--- config.mk ---
export PLATFORM = sky130hd
export DESIGN_NAME = fe_receiver
export DESIGN_NICKNAME = d
export VERILOG_FILES = /design/src/rtl/fe_receiver.sv
export SDC_FILE = /design/constraint.sdc
export NUM_CORES = 1
export LEC_CHECK = 0
export ABC_AREA = 1
export BUFFER_PORTS_ARGS = -buffer_cell sky130_fd_sc_hd__buf_4
export CAP_MARGIN = 5
export CORE_MARGIN = 2
export CORE_UTILIZATION = 25
export CTS_BUF_LIST = sky130_fd_sc_hd__clkbuf_16
export DETAILED_ROUTE_END_ITERATION = 10
export PLACE_DENSITY = 0.44
export SLEW_MARGIN = 10
export SYNTH_ARGS = -nofsm -noshare
export SYNTH_HDL_FRONTEND = slang
export SYNTH_SLANG_ARGS = --single-unit
--- constraint.sdc ---
create_clock -name clk -period 3.2 [get_ports clk]
set_input_delay 0 -clock clk [delete_from_list [all_inputs] [get_ports clk]]
set_output_delay 0 -clock clk [all_outputs]
set_load 0.01 [all_outputs]
--- src/rtl/fe_receiver.sv ---
// fe_receiver: receiving end of the Fe bit-serial link.
//   Captures one-hot bit0/bit1 pulses inside a Dt-framed message. Each bit
//   gets a four-phase ack handshake. Once the whole message is in, the
//   assembled word is presented on data and senack acknowledges the frame.
//   Optional feature macro: FE_RX_PARITY_EN. When it is defined, each frame
//   carries one extra bit holding even parity over the data bits.
// Ports:
//   clk     in   1      system clock, rising edge
//   reset   in   1      asynchronous, active-high reset
//   Dt      in   1      frame active from sender
//   bit0    in   1      sender presents a 0 bit
//   bit1    in   1      sender presents a 1 bit
//   ack     out  1      per-bit acknowledge
//   senack  out  1      message-complete acknowledge
//   data    out  WIDTH  last good word, LSB = first bit received
//   err     out  1      protocol error flag for current/last frame
module fe_receiver #(
    parameter int unsigned WIDTH       = 4,
    parameter int unsigned SYNC_STAGES = 2
) (
    input  logic             clk,
    input  logic             reset,
    input  logic             Dt,
    input  logic             bit0,
    input  logic             bit1,
    output logic             ack,
    output logic             senack,
    output logic [WIDTH-1:0] data,
    output logic             err
);

    localparam int unsigned CW = $clog2(WIDTH + 2);
`ifdef FE_RX_PARITY_EN
    localparam int unsigned NBITS = WIDTH + 1;
`else
    localparam int unsigned NBITS = WIDTH;
`endif
    localparam logic [CW-1:0] LAST_CNT = CW'(NBITS);

    typedef enum logic [2:0] {
        S_IDLE,
        S_WAIT_BIT,
        S_ACK_HI,
        S_DONE,
        S_ERR
    } state_t;

    // Input synchronisers; the FSM only ever looks at the last stage
    logic [SYNC_STAGES-1:0] dt_sync_q, b0_sync_q, b1_sync_q;
    logic dt_s, b0_s, b1_s;

    always_ff @(posedge clk or posedge reset) begin
        if (reset) begin
            dt_sync_q <= '0;
            b0_sync_q <= '0;
            b1_sync_q <= '0;
        end else begin
            dt_sync_q <= {dt_sync_q[SYNC_STAGES-2:0], Dt};
            b0_sync_q <= {b0_sync_q[SYNC_STAGES-2:0], bit0};
            b1_sync_q <= {b1_sync_q[SYNC_STAGES-2:0], bit1};
        end
    end

    assign dt_s = dt_sync_q[SYNC_STAGES-1];
    assign b0_s = b0_sync_q[SYNC_STAGES-1];
    assign b1_s = b1_sync_q[SYNC_STAGES-1];

    state_t           state_q, state_d;
    logic [CW-1:0]    count_q, count_d;
    logic [WIDTH-1:0] shreg_q, shreg_d;
    logic [WIDTH-1:0] data_q, data_d;
    logic             ack_q, ack_d;
    logic             senack_q, senack_d;
    logic             err_q, err_d;
`ifdef FE_RX_PARITY_EN
    logic             parity_err_q, parity_err_d;
`endif

    // State and output registers
    always_ff @(posedge clk or posedge reset) begin
        if (reset) begin
            state_q      <= S_IDLE;
            count_q      <= '0;
            shreg_q      <= '0;
            data_q       <= '0;
            ack_q        <= 1'b0;
            senack_q     <= 1'b0;
            err_q        <= 1'b0;
`ifdef FE_RX_PARITY_EN
            parity_err_q <= 1'b0;
`endif
        end else begin
            state_q      <= state_d;
            count_q      <= count_d;
            shreg_q      <= shreg_d;
            data_q       <= data_d;
            ack_q        <= ack_d;
            senack_q     <= senack_d;
            err_q        <= err_d;
`ifdef FE_RX_PARITY_EN
            parity_err_q <= parity_err_d;
`endif
        end
    end

    // Next-state and registered-output logic
    always_comb begin
        state_d      = state_q;
        count_d      = count_q;
        shreg_d      = shreg_q;
        data_d       = data_q;
        ack_d        = ack_q;
        senack_d     = senack_q;
        err_d        = err_q;
`ifdef FE_RX_PARITY_EN
        parity_err_d = parity_err_q;
`endif
        case (state_q)
            S_IDLE: begin
                if (dt_s) begin
                    state_d      = S_WAIT_BIT;
                    count_d      = '0;
                    shreg_d      = '0;
                    err_d        = 1'b0;
`ifdef FE_RX_PARITY_EN
                    parity_err_d = 1'b0;
`endif
                end
            end
            S_WAIT_BIT: begin
                if ((b0_s && b1_s) || !dt_s) begin
                    state_d = S_ERR;
                    err_d   = 1'b1;
                end else if (b0_s ^ b1_s) begin
                    count_d = count_q + CW'(1);
                    ack_d   = 1'b1;
                    state_d = S_ACK_HI;
`ifdef FE_RX_PARITY_EN
                    // The bit after the data bits is parity: compare, never shift
                    if (count_q == CW'(WIDTH))
                        parity_err_d = (^shreg_q) ^ b1_s;
                    else
                        shreg_d = WIDTH'({b1_s, shreg_q} >> 1);
`else
                    shreg_d = WIDTH'({b1_s, shreg_q} >> 1);
`endif
                end
            end
            S_ACK_HI: begin
                if (!dt_s || (b0_s && b1_s)) begin
                    state_d = S_ERR;
                    ack_d   = 1'b0;
                    err_d   = 1'b1;
                end else if (!b0_s && !b1_s) begin
                    ack_d = 1'b0;
                    if (count_q == LAST_CNT) begin
`ifdef FE_RX_PARITY_EN
                        if (parity_err_q) begin
                            state_d = S_ERR;
                            err_d   = 1'b1;
                        end else begin
                            state_d  = S_DONE;
                            data_d   = shreg_q;
                            senack_d = 1'b1;
                        end
`else
                        state_d  = S_DONE;
                        data_d   = shreg_q;
                        senack_d = 1'b1;
`endif
                    end else begin
                        state_d = S_WAIT_BIT;
                    end
                end
            end
            S_DONE: begin
                // Bit pulses are ignored here; only the frame end matters
                if (!dt_s) begin
                    senack_d = 1'b0;
                    state_d  = S_IDLE;
                end
            end
            S_ERR: begin
                ack_d    = 1'b0;
                senack_d = 1'b0;
                err_d    = 1'b1;
                if (!dt_s)
                    state_d = S_IDLE;
            end
            default: begin
                state_d = S_IDLE;
            end
        endcase
    end

    assign ack    = ack_q;
    assign senack = senack_q;
    assign data   = data_q;
    assign err    = err_q;

endmodule

==> results of run 1 <==
[metal layers]
layer	track usage, %	up-vias
li1	-	470
met2	15.5	12
met1	13.5	408
met5	0	-
met3	3.18	2
met4	2.88	0
[registers in the layout, indices dropped and copies added, names as in the netlist]
signal,count
shreg_q,4
err,1
senack,1
b1_sync_q,2
state_q,3
dt_sync_q,2
data,4
count_q,3
ack,1
b0_sync_q,2
[report_power, final]
part | total (uW) | switching, uW | internal [uW] | leakage, uW
combinational | 466 | 297 | 169 | 0.000402
sequential | 430 | 68.0 | 362 | 0.000297
clock | 267 | 101 | 167 | 0.0000423
[cells in the mapped netlist]
cell type | number | share of area [%]
o21ai_4 | 1 | 1.4
dfrtp_1 | 23 | 49
nor2_1 | 3 | 0.95
o21ai_2 | 1 | 0.74
nand3b_1 | 2 | 1.3
nor2_4 | 2 | 1.9
nand3_4 | 2 | 3.0
inv_4 | 1 | 0.53
inv_2 | 6 | 1.9
nand3_1 | 11 | 4.7
xor2_1 | 1 | 0.74
nor2_2 | 4 | 2.1
nand2_2 | 4 | 2.1
a21oi_1 | 1 | 0.42
nand4_1 | 6 | 3.2
o21ai_1 | 4 | 1.7
inv_1 | 13 | 4.1
nand2_1 | 40 | 13
o211ai_1 | 1 | 0.64
a21oi_2 | 1 | 0.74
nand2_4 | 1 | 0.95
ha_1 | 4 | 4.2
o21ai_0 | 1 | 0.42
nand3_2 | 1 | 0.85
[cells by family (layout without fill, tap and decap cells)]
logic type / count (synthesis) / after routing / synth area share, %
xor+xnor: 1 / 1 / 0.742
compound gates: 10 / 10 / 6.04
flops: 23 / 23 / 48.7
simple gates: 76 / 76 / 33.7
fa+ha+maj: 4 / 4 / 4.24
buf+inv: 20 / 39 / 6.57
[cell type report]
type / count / area share [%]
Timing Repair Buffer: 15 / 8.46
Tap cell: 54 / 4.66
Multi-Input combinational cell: 91 / 36.4
Clock buffer: 3 / 5.18
Inverter: 20 / 5.35
Clock inverter: 1 / 0.259
Sequential cell: 23 / 39.7
[metrics by stage]
step,setup slack [ps],hold slack [ps],cells
after detailed placement,1790,111,199
final,1780,349,207
after global routing,1620,354,207
after global placement,1830,110,199
after CTS,1770,349,207
after floorplan,1920,1.92,134
[worst max path at each step]
stage | startpoint | to | slack (ps) | cells past startpoint
finish | b1_sync_q[1] | count_q[0] | 1780 | 9
global route | b1_sync_q[1] | count_q[0] | 1620 | 9
CTS | b1_sync_q[1] | count_q[0] | 1770 | 9
detailed placement | b1_sync_q[1] | count_q[0] | 1790 | 9
global placement | b1_sync_q[1] | shreg_q[2] | 1830 | 9
floorplan | b0_sync_q[1] | data[0] | 1920 | 7
[worst max-delay path, cell delays in order, from the launching register on]
cell and delay [ps]:
dfrtp_1 400, ha_1 230, inv_1 90, nand2_2 110
nand3_1 110, nand2_1 60, inv_2 70, nand2_2 100
nand2_1 90, nand2_1 50
==> run metrics, run 1 <==
status finished, final reports clean; Peak VDD IR around 0.37 mV; WL met3 between 80 and 90 um; PwrDens 802 nW/um^2; Synth Net Count 143; sequential cell area fraction in the yosys report between 40% and 50%; DRC violation total after the first TritonRoute iteration 20; Final Hold Violating Endpoints 0; CP endpoint kind register; Placer Congestion 0.812; final setup violation count 0; Die Y 72.7 um; Max-slew headroom 42.1%; antenna diode count 0; Startpoint Class register; Die ar. 5290 um^2; CP max FO 7; Filler Cell Count 504; CTS tree done; Max Clock Freq between 0.7 and 0.8 GHz; Worst Hold Depth 0; DR vias/cell between 4 and 5; LEAKAGE 0.000741 uW; Final Cycle Share 44.4%; initial core utilization 25.5%; worst r2r dst count_q[0]; Die Wd 72.7 um; Data arrival, critical path 1570 ps; clk_skew 4.05 ps; final core utilization 31.3%; Congestion Overflow GR 0; Syn Area/Cell 8.81 um^2; setup_tns 0 ps; via count 892; I/O pin total 12; first-pass GRT wire length 4.12 mm; root buffer cell clkbuf_16; top sig layer met4; Area Overhead vs Synth 22.8%; met1 wire length 1.20 mm; initial antenna violation count 0; clk slew on worst S/H paths 60 ps; count of standard-cell rows 25; GRT Util Overall 10.0%; dpl hpwl 1.77 mm; nets@finish 163; WL met2 around 980 um; post-route design area ~1500 um^2; worst-case clock buffer depth 2; CTS Hold Buffers Added 4; vias in the first global route 927; cell area after technology mapping 1180 um^2; area of the core around 4600 um^2; Final min period ~1400 ps; Total Power about 1200 uW; Skew-Pair Late Insertion Delay 250 ps; kind of critical path reg -> reg; YS warnings 0; Worst EP required 3350 ps; share of cells above drive strength 1 24.8%; R2R setup slack 1780 ps; DRC 0; TritonCTS Buffers 3; Slew Limit Fails 0; Max-cap violations 0; iteration count of the initial detailed-routing pass 4; # port buffers 11; Slew @ Worst Pin 868 ps; #FFs+latches synth 23; Cells after Synth roughly 130; TritonCTS sink count 23; area post-placement 1330 um^2; min-delay worst type reg -> reg; ANT nets after route 0; H-tree lvl count 1; R2R depth 9; worst hold start b1_sync_q[0]; commonest non-fill, non-tap cell in the layout nand2_1; Setup Buffers After CTS 0; Hold EP b1_sync_q[1]; Detailed Route WL 2.28 mm; WL per Instance ~11 um; register area between 500 and 600 um^2; Multi-input gate area 528 um^2; worst r2r src b1_sync_q[1]; Yosys cell types 24; most frequent cells in the layout nand2_1, dfrtp_1, inv_1, nand3_1, buf_4; post_cts resized 0; RSZ-0062 raised after global routing no; largest net degree at the start of global routing 24
(Power assumes the default switching activity.)
==> inputs of run 2 (changes only) <==
--- a/config.mk
+++ b/config.mk
@@ -12,7 +12,7 @@
 export CORE_UTILIZATION = 25
 export CTS_BUF_LIST = sky130_fd_sc_hd__clkbuf_16
 export DETAILED_ROUTE_END_ITERATION = 10
-export PLACE_DENSITY = 0.44
+export PLACE_DENSITY = 0.46
 export SLEW_MARGIN = 10
 export SYNTH_ARGS = -nofsm -noshare
 export SYNTH_HDL_FRONTEND = slang
==> constraint.sdc (replaced) <==
create_clock -name clk -period 1.24 [get_ports clk]
set_input_delay 0 -clock clk [delete_from_list [all_inputs] [get_ports clk]]
set_output_delay 0 -clock clk [all_outputs]
set_load 0.01 [all_outputs]
==> run metrics, run 2 (same netlist as run 1, synthesis figures left out) <==
GR peak layer met2; CP max FO 7; via count 974; Final min period ~1300 ps; Max Clock Freq 0.767 GHz; GRT Util Overall 10.5%; RSZ-0062 raised after global routing yes; Max-cap violations 0; iteration count of the initial detailed-routing pass 4; clk_skew 2.31 ps; Startpoint Class register; Skew-Pair Late Insertion Delay 250 ps; most frequent cells in the layout nand2_1, dfrtp_1, buf_4, inv_2, nand3_1; clk slew on worst S/H paths roughly 60 ps; vias in the first global route 955; WL per Instance 10.9 um; ANT nets after route 0; worst slack, placed -119 ps; Peak VDD IR 1.08 mV; R2R setup slack -60 ps; DR vias/cell 4.39; failing checks setup timing; final setup margin -64.1 ps; Placer Congestion 0.824; Die Y slightly above 70 um; met1 Use GR 13.7%; TritonCTS sink count 23; area of the core 4630 um^2; LEAKAGE slightly above 0.0008 uW; TritonCTS Buffers 3; Final Cycle Share 105%; antenna diode count 0; Slew @ Worst Pin 300 ps; Area Overhead vs Synth 38.6%; root buffer cell clkbuf_16; commonest non-fill, non-tap cell in the layout nand2_1; H-tree lvl count 1; Final Hold Violating Endpoints 0; # port buffers 11; I/O pin total 12; dpl hpwl 1.75 mm; GR met2 Demand/Resource 17.3%; count of standard-cell rows 25; CP endpoint kind register; Slew Limit Fails 0; Data arrival, critical path 1450 ps; DRC violation total after the first TritonRoute iteration between 40 and 50; nets@finish 178; PwrDens around 2000 nW/um^2; Max-slew headroom 80.0%; Worst EP required 1380 ps; first-pass GRT wire length approximately 4.4 mm; status finished, violations left; worst-case clock buffer depth 2; min-delay worst type in -> async; share of cells above drive strength 1 between 30% and 40%; DRC 0; Die ar. 5290 um^2; Die Wd 72.7 um; Fin Hold WS 347 ps; final setup violation count 15; initial antenna violation count 0; largest net degree at the start of global routing 24; Congestion Overflow GR 0; CTS tree done; M3 GR Usage 3.45%; Detailed Route WL approximately 2.4 mm; initial core utilization between 20% and 30%; kind of critical path reg -> reg
run 2: changes by cell type in the layout (fill, tap and decap cells not counted), moves of 2 or more:
cell,change
buf_4,+11
inv_1,-5
inv_2,+4
nand2_4,+3
buf_6,+2
ha_1,-2
nand2_2,-2
run 2: per-stage QoR:
step                      TNS [ps]  instances  instance area [um^2]  utilization (%)  total power [uW]
after floorplan                  0        134                  1190                -              2020
after global placement        -784        211                  1440             31.1              2530
after detailed placement     -1380        211                  1440             31.1              2530
after CTS                     -770        221                  1600             34.6              3300
after global routing         -2360        222                  1640             35.4              3590
final                         -753        222                  1640             35.4              3290
run 2: layout make-up:
type / count / area, um^2
fillers: 480 / 2990
multi-input cells: 92 / 588
flip-flops and latches: 23 / 576
repair buffers: 29 / 248
inverters: 20 / 77.6
clock buffers: 3 / 75.1
well taps: 54 / 67.6
clock inverters: 1 / 5.00
run 2: critical path, stage by stage (launching register included):
cell,delay [ps]
dfrtp_1,390
ha_2,210
inv_2,70
nand2_4,70
nand3_1,90
nand2_1,80
inv_2,80
nand2_4,70
nand2_1,70
nand2_1,50
run 2: report_power, final:
| part | internal (uW) | leakage [uW] | switching (uW) | total (uW) |
|---|---|---|---|---|
| combinational | 648 | 0.000489 | 859 | 1510 |
| clock | 433 | 0.0000409 | 246 | 679 |
| sequential | 935 | 0.000297 | 167 | 1100 |
run 2: routing by layer:
metal | share of wire (%) | wire, um
met4 | 0.87 | 21
met5 | 0 | 0
met1 | 47 | 1130
met3 | 4.0 | 97
met2 | 48 | 1160
run 2: repair_timing:
action                                 in CTS  in global routing
resized for setup                           7                  6
endpoints found under the hold margin      26                  0
hold buffers                                4                  0
setup endpoints to repair                  16                 17
pin swaps                                   3                  6
cloned                                      1                  0
setup buffers                               1                  1
run 2: path summary, 6_finish.rpt:
| kind | start | to | depth (start not counted) |
|---|---|---|---|
| setup / recovery | b1_sync_q[1] | count_q[2] | 9 |
| hold / removal | reset | dt_sync_q[1] | 4 |
| setup reg to reg | b1_sync_q[1] | count_q[2] | 9 |
| hold reg to reg | b1_sync_q[0] | b1_sync_q[1] | 0 |
| max in group asynchronous | reset | b1_sync_q[0] | 4 |
| min in group clk | b1_sync_q[0] | b1_sync_q[1] | 0 |
==> inputs of run 3 (changes only) <==
--- a/config.mk
+++ b/config.mk
@@ -12,7 +12,7 @@
 export CORE_UTILIZATION = 25
 export CTS_BUF_LIST = sky130_fd_sc_hd__clkbuf_16
 export DETAILED_ROUTE_END_ITERATION = 10
-export PLACE_DENSITY = 0.46
+export PLACE_DENSITY = 0.44
 export SLEW_MARGIN = 10
 export SYNTH_ARGS = -nofsm -noshare
 export SYNTH_HDL_FRONTEND = slang
==> constraint.sdc (replaced) <==
create_clock -name clk -period 1.2 [get_ports clk]
set_input_delay 0 -clock clk [delete_from_list [all_inputs] [get_ports clk]]
set_output_delay 0 -clock clk [all_outputs]
set_load 0.01 [all_outputs]
==> run metrics, run 3 (same netlist as run 1, synthesis figures left out) <==
status finished, violations left; failing checks setup timing; final setup violation count 16; GR met2 Demand/Resource 19.5%; TritonCTS sink count 23; DRC 0; dpl hpwl 2.00 mm; Max-slew headroom 80.0%; area of the core 4630 um^2; largest net degree at the start of global routing 24; Final Hold Violating Endpoints 0; crit path buf inv count 3; count of standard-cell rows 25; DR vias/cell 4.41; CP endpoint kind register; min-delay worst type in -> async; initial antenna violation count 0; Startpoint Class register; RSZ-0062 raised after global routing yes; Detailed Route WL between 2 and 3 mm; I/O pin total 12; antenna diode count 0; iteration count of the initial detailed-routing pass 4; Non-Filler Instances between 200 and 250; clk_skew 2.07 ps; met1 Use GR between 10% and 20%; share of cells above drive strength 1 a little under two fifths; area post-placement 1430 um^2; vias in the first global route 1034; Placed Instances 210; Slew @ Worst Pin 300 ps; nets@finish 176; root buffer cell clkbuf_16; Die Wd just over 70 um; Max Clock Freq 0.777 GHz; TritonCTS Buffers 3; crit-path cells inv_1, ha_4, inv_4, o21ai_4, buf_6, nand4_1, nand2_1; Total Power 3470 uW; R2R setup slack -90 ps; Final Cycle Share 107%; worst-case clock buffer depth 2; Slowest-stage cell, CP dfrtp_1; worst r2r dst shreg_q[3]; Congestion Overflow GR 0; LEAKAGE 0.000806 uW; Fin Hold WS 340 ps; Slew Limit Fails 0; Final min period 1290 ps; Area Overhead vs Synth 36.9%; kind of critical path reg -> reg; R2R depth 7; ANT nets after route 0; M3 GR Usage 2.90%; Die ar. 5290 um^2; CTS tree done; Data arrival, critical path 1480 ps; post-route design area approximately 1600 um^2; Peak VDD IR 0.858 mV; DRC violation total after the first TritonRoute iteration a little over 70; WL per Instance 12.2 um; clk slew on worst S/H paths around 60 ps; initial core utilization 25.5%; Worst EP required 1390 ps; Die Y 72.7 um; PwrDens 2150 nW/um^2; GRT Util Overall a little under an eighth; Placer Congestion 0.827; Max-cap violations 0; via count 971; worst r2r src b1_sync_q[1]; Largest stage delay, worst path 370 ps; GR peak layer met2; final setup margin -87.4 ps; Worst path top cell family by delay flip-flops; CP max FO 3; Skew-Pair Late Insertion Delay between 200 and 300 ps; most frequent cells in the layout nand2_1, dfrtp_1, buf_4, inv_1, nand3_1; commonest non-fill, non-tap cell in the layout nand2_1; H-tree lvl count 1; first-pass GRT wire length 4.85 mm; # port buffers 11
run 3: worst reg2reg max path, cell delays in order, from the launching register on:
cell and delay [ps]:
dfrtp_1 370, inv_1 80, ha_4 270, inv_4 50
o21ai_4 190, buf_6 130, nand4_1 70, nand2_1 70
run 3: layout make-up:
class	instances	area, um^2
timing repair buffer	27	220
inverter	20	80.1
fill	494	3010
clock buffer	3	75.1
multi-input combinational	92	593
tap	54	67.6
sequential	23	577
clock inverter	1	3.75
run 3: stage by stage:
| stage | setup WS, ps | setup TNS (ps) | util, % |
|---|---|---|---|
| 2_1_floorplan | -9.16 | -9.16 | - |
| 3_3_place_gp | -96.2 | -1080 | 30.8 |
| 3_5_place_dp | -127 | -1550 | 30.8 |
| 4_1_cts | -103 | -1350 | 34.6 |
| 5_1_grt | -182 | -2650 | 34.9 |
| 6_report | -87.4 | -1130 | 34.9 |
run 3: metal layers:
| metal | routed length (um) | up-vias |
|---|---|---|
| met5 | 0 | - |
| met2 | 1310 | 8 |
| met3 | 65 | 2 |
| met4 | 20 | 0 |
| li1 | - | 497 |
| met1 | 1280 | 464 |
run 3: how the worst max path moves through the flow:
| stage | from | to | cells past startpoint |
|---|---|---|---|
| 2_1_floorplan | b1_sync_q[1] | ack | 7 |
| 3_3_place_gp | b0_sync_q[1] | shreg_q[3] | 7 |
| 3_5_place_dp | b0_sync_q[1] | count_q[0] | 9 |
| 4_1_cts | b1_sync_q[1] | shreg_q[0] | 7 |
| 5_1_grt | b1_sync_q[1] | ack | 8 |
| 6_report | b1_sync_q[1] | shreg_q[3] | 7 |
run 3: what timing repair did:
item / 4_1_cts / 5_1_grt
endpoints found under the hold margin: 26 / 0
resized for setup: 12 / 2
setup buffers: 0 / 1
hold buffers: 4 / 0
gates cloned: 1 / 0
endpoints found under the setup margin: 16 / 17
pin swaps: 5 / 0
run 3: power breakdown:
part / switching, uW / internal, uW / total, uW
logic: 944 / 678 / 1620
registers: 167 / 969 / 1140
clock network: 269 / 445 / 714
total: 1380 / 2090 / 3470
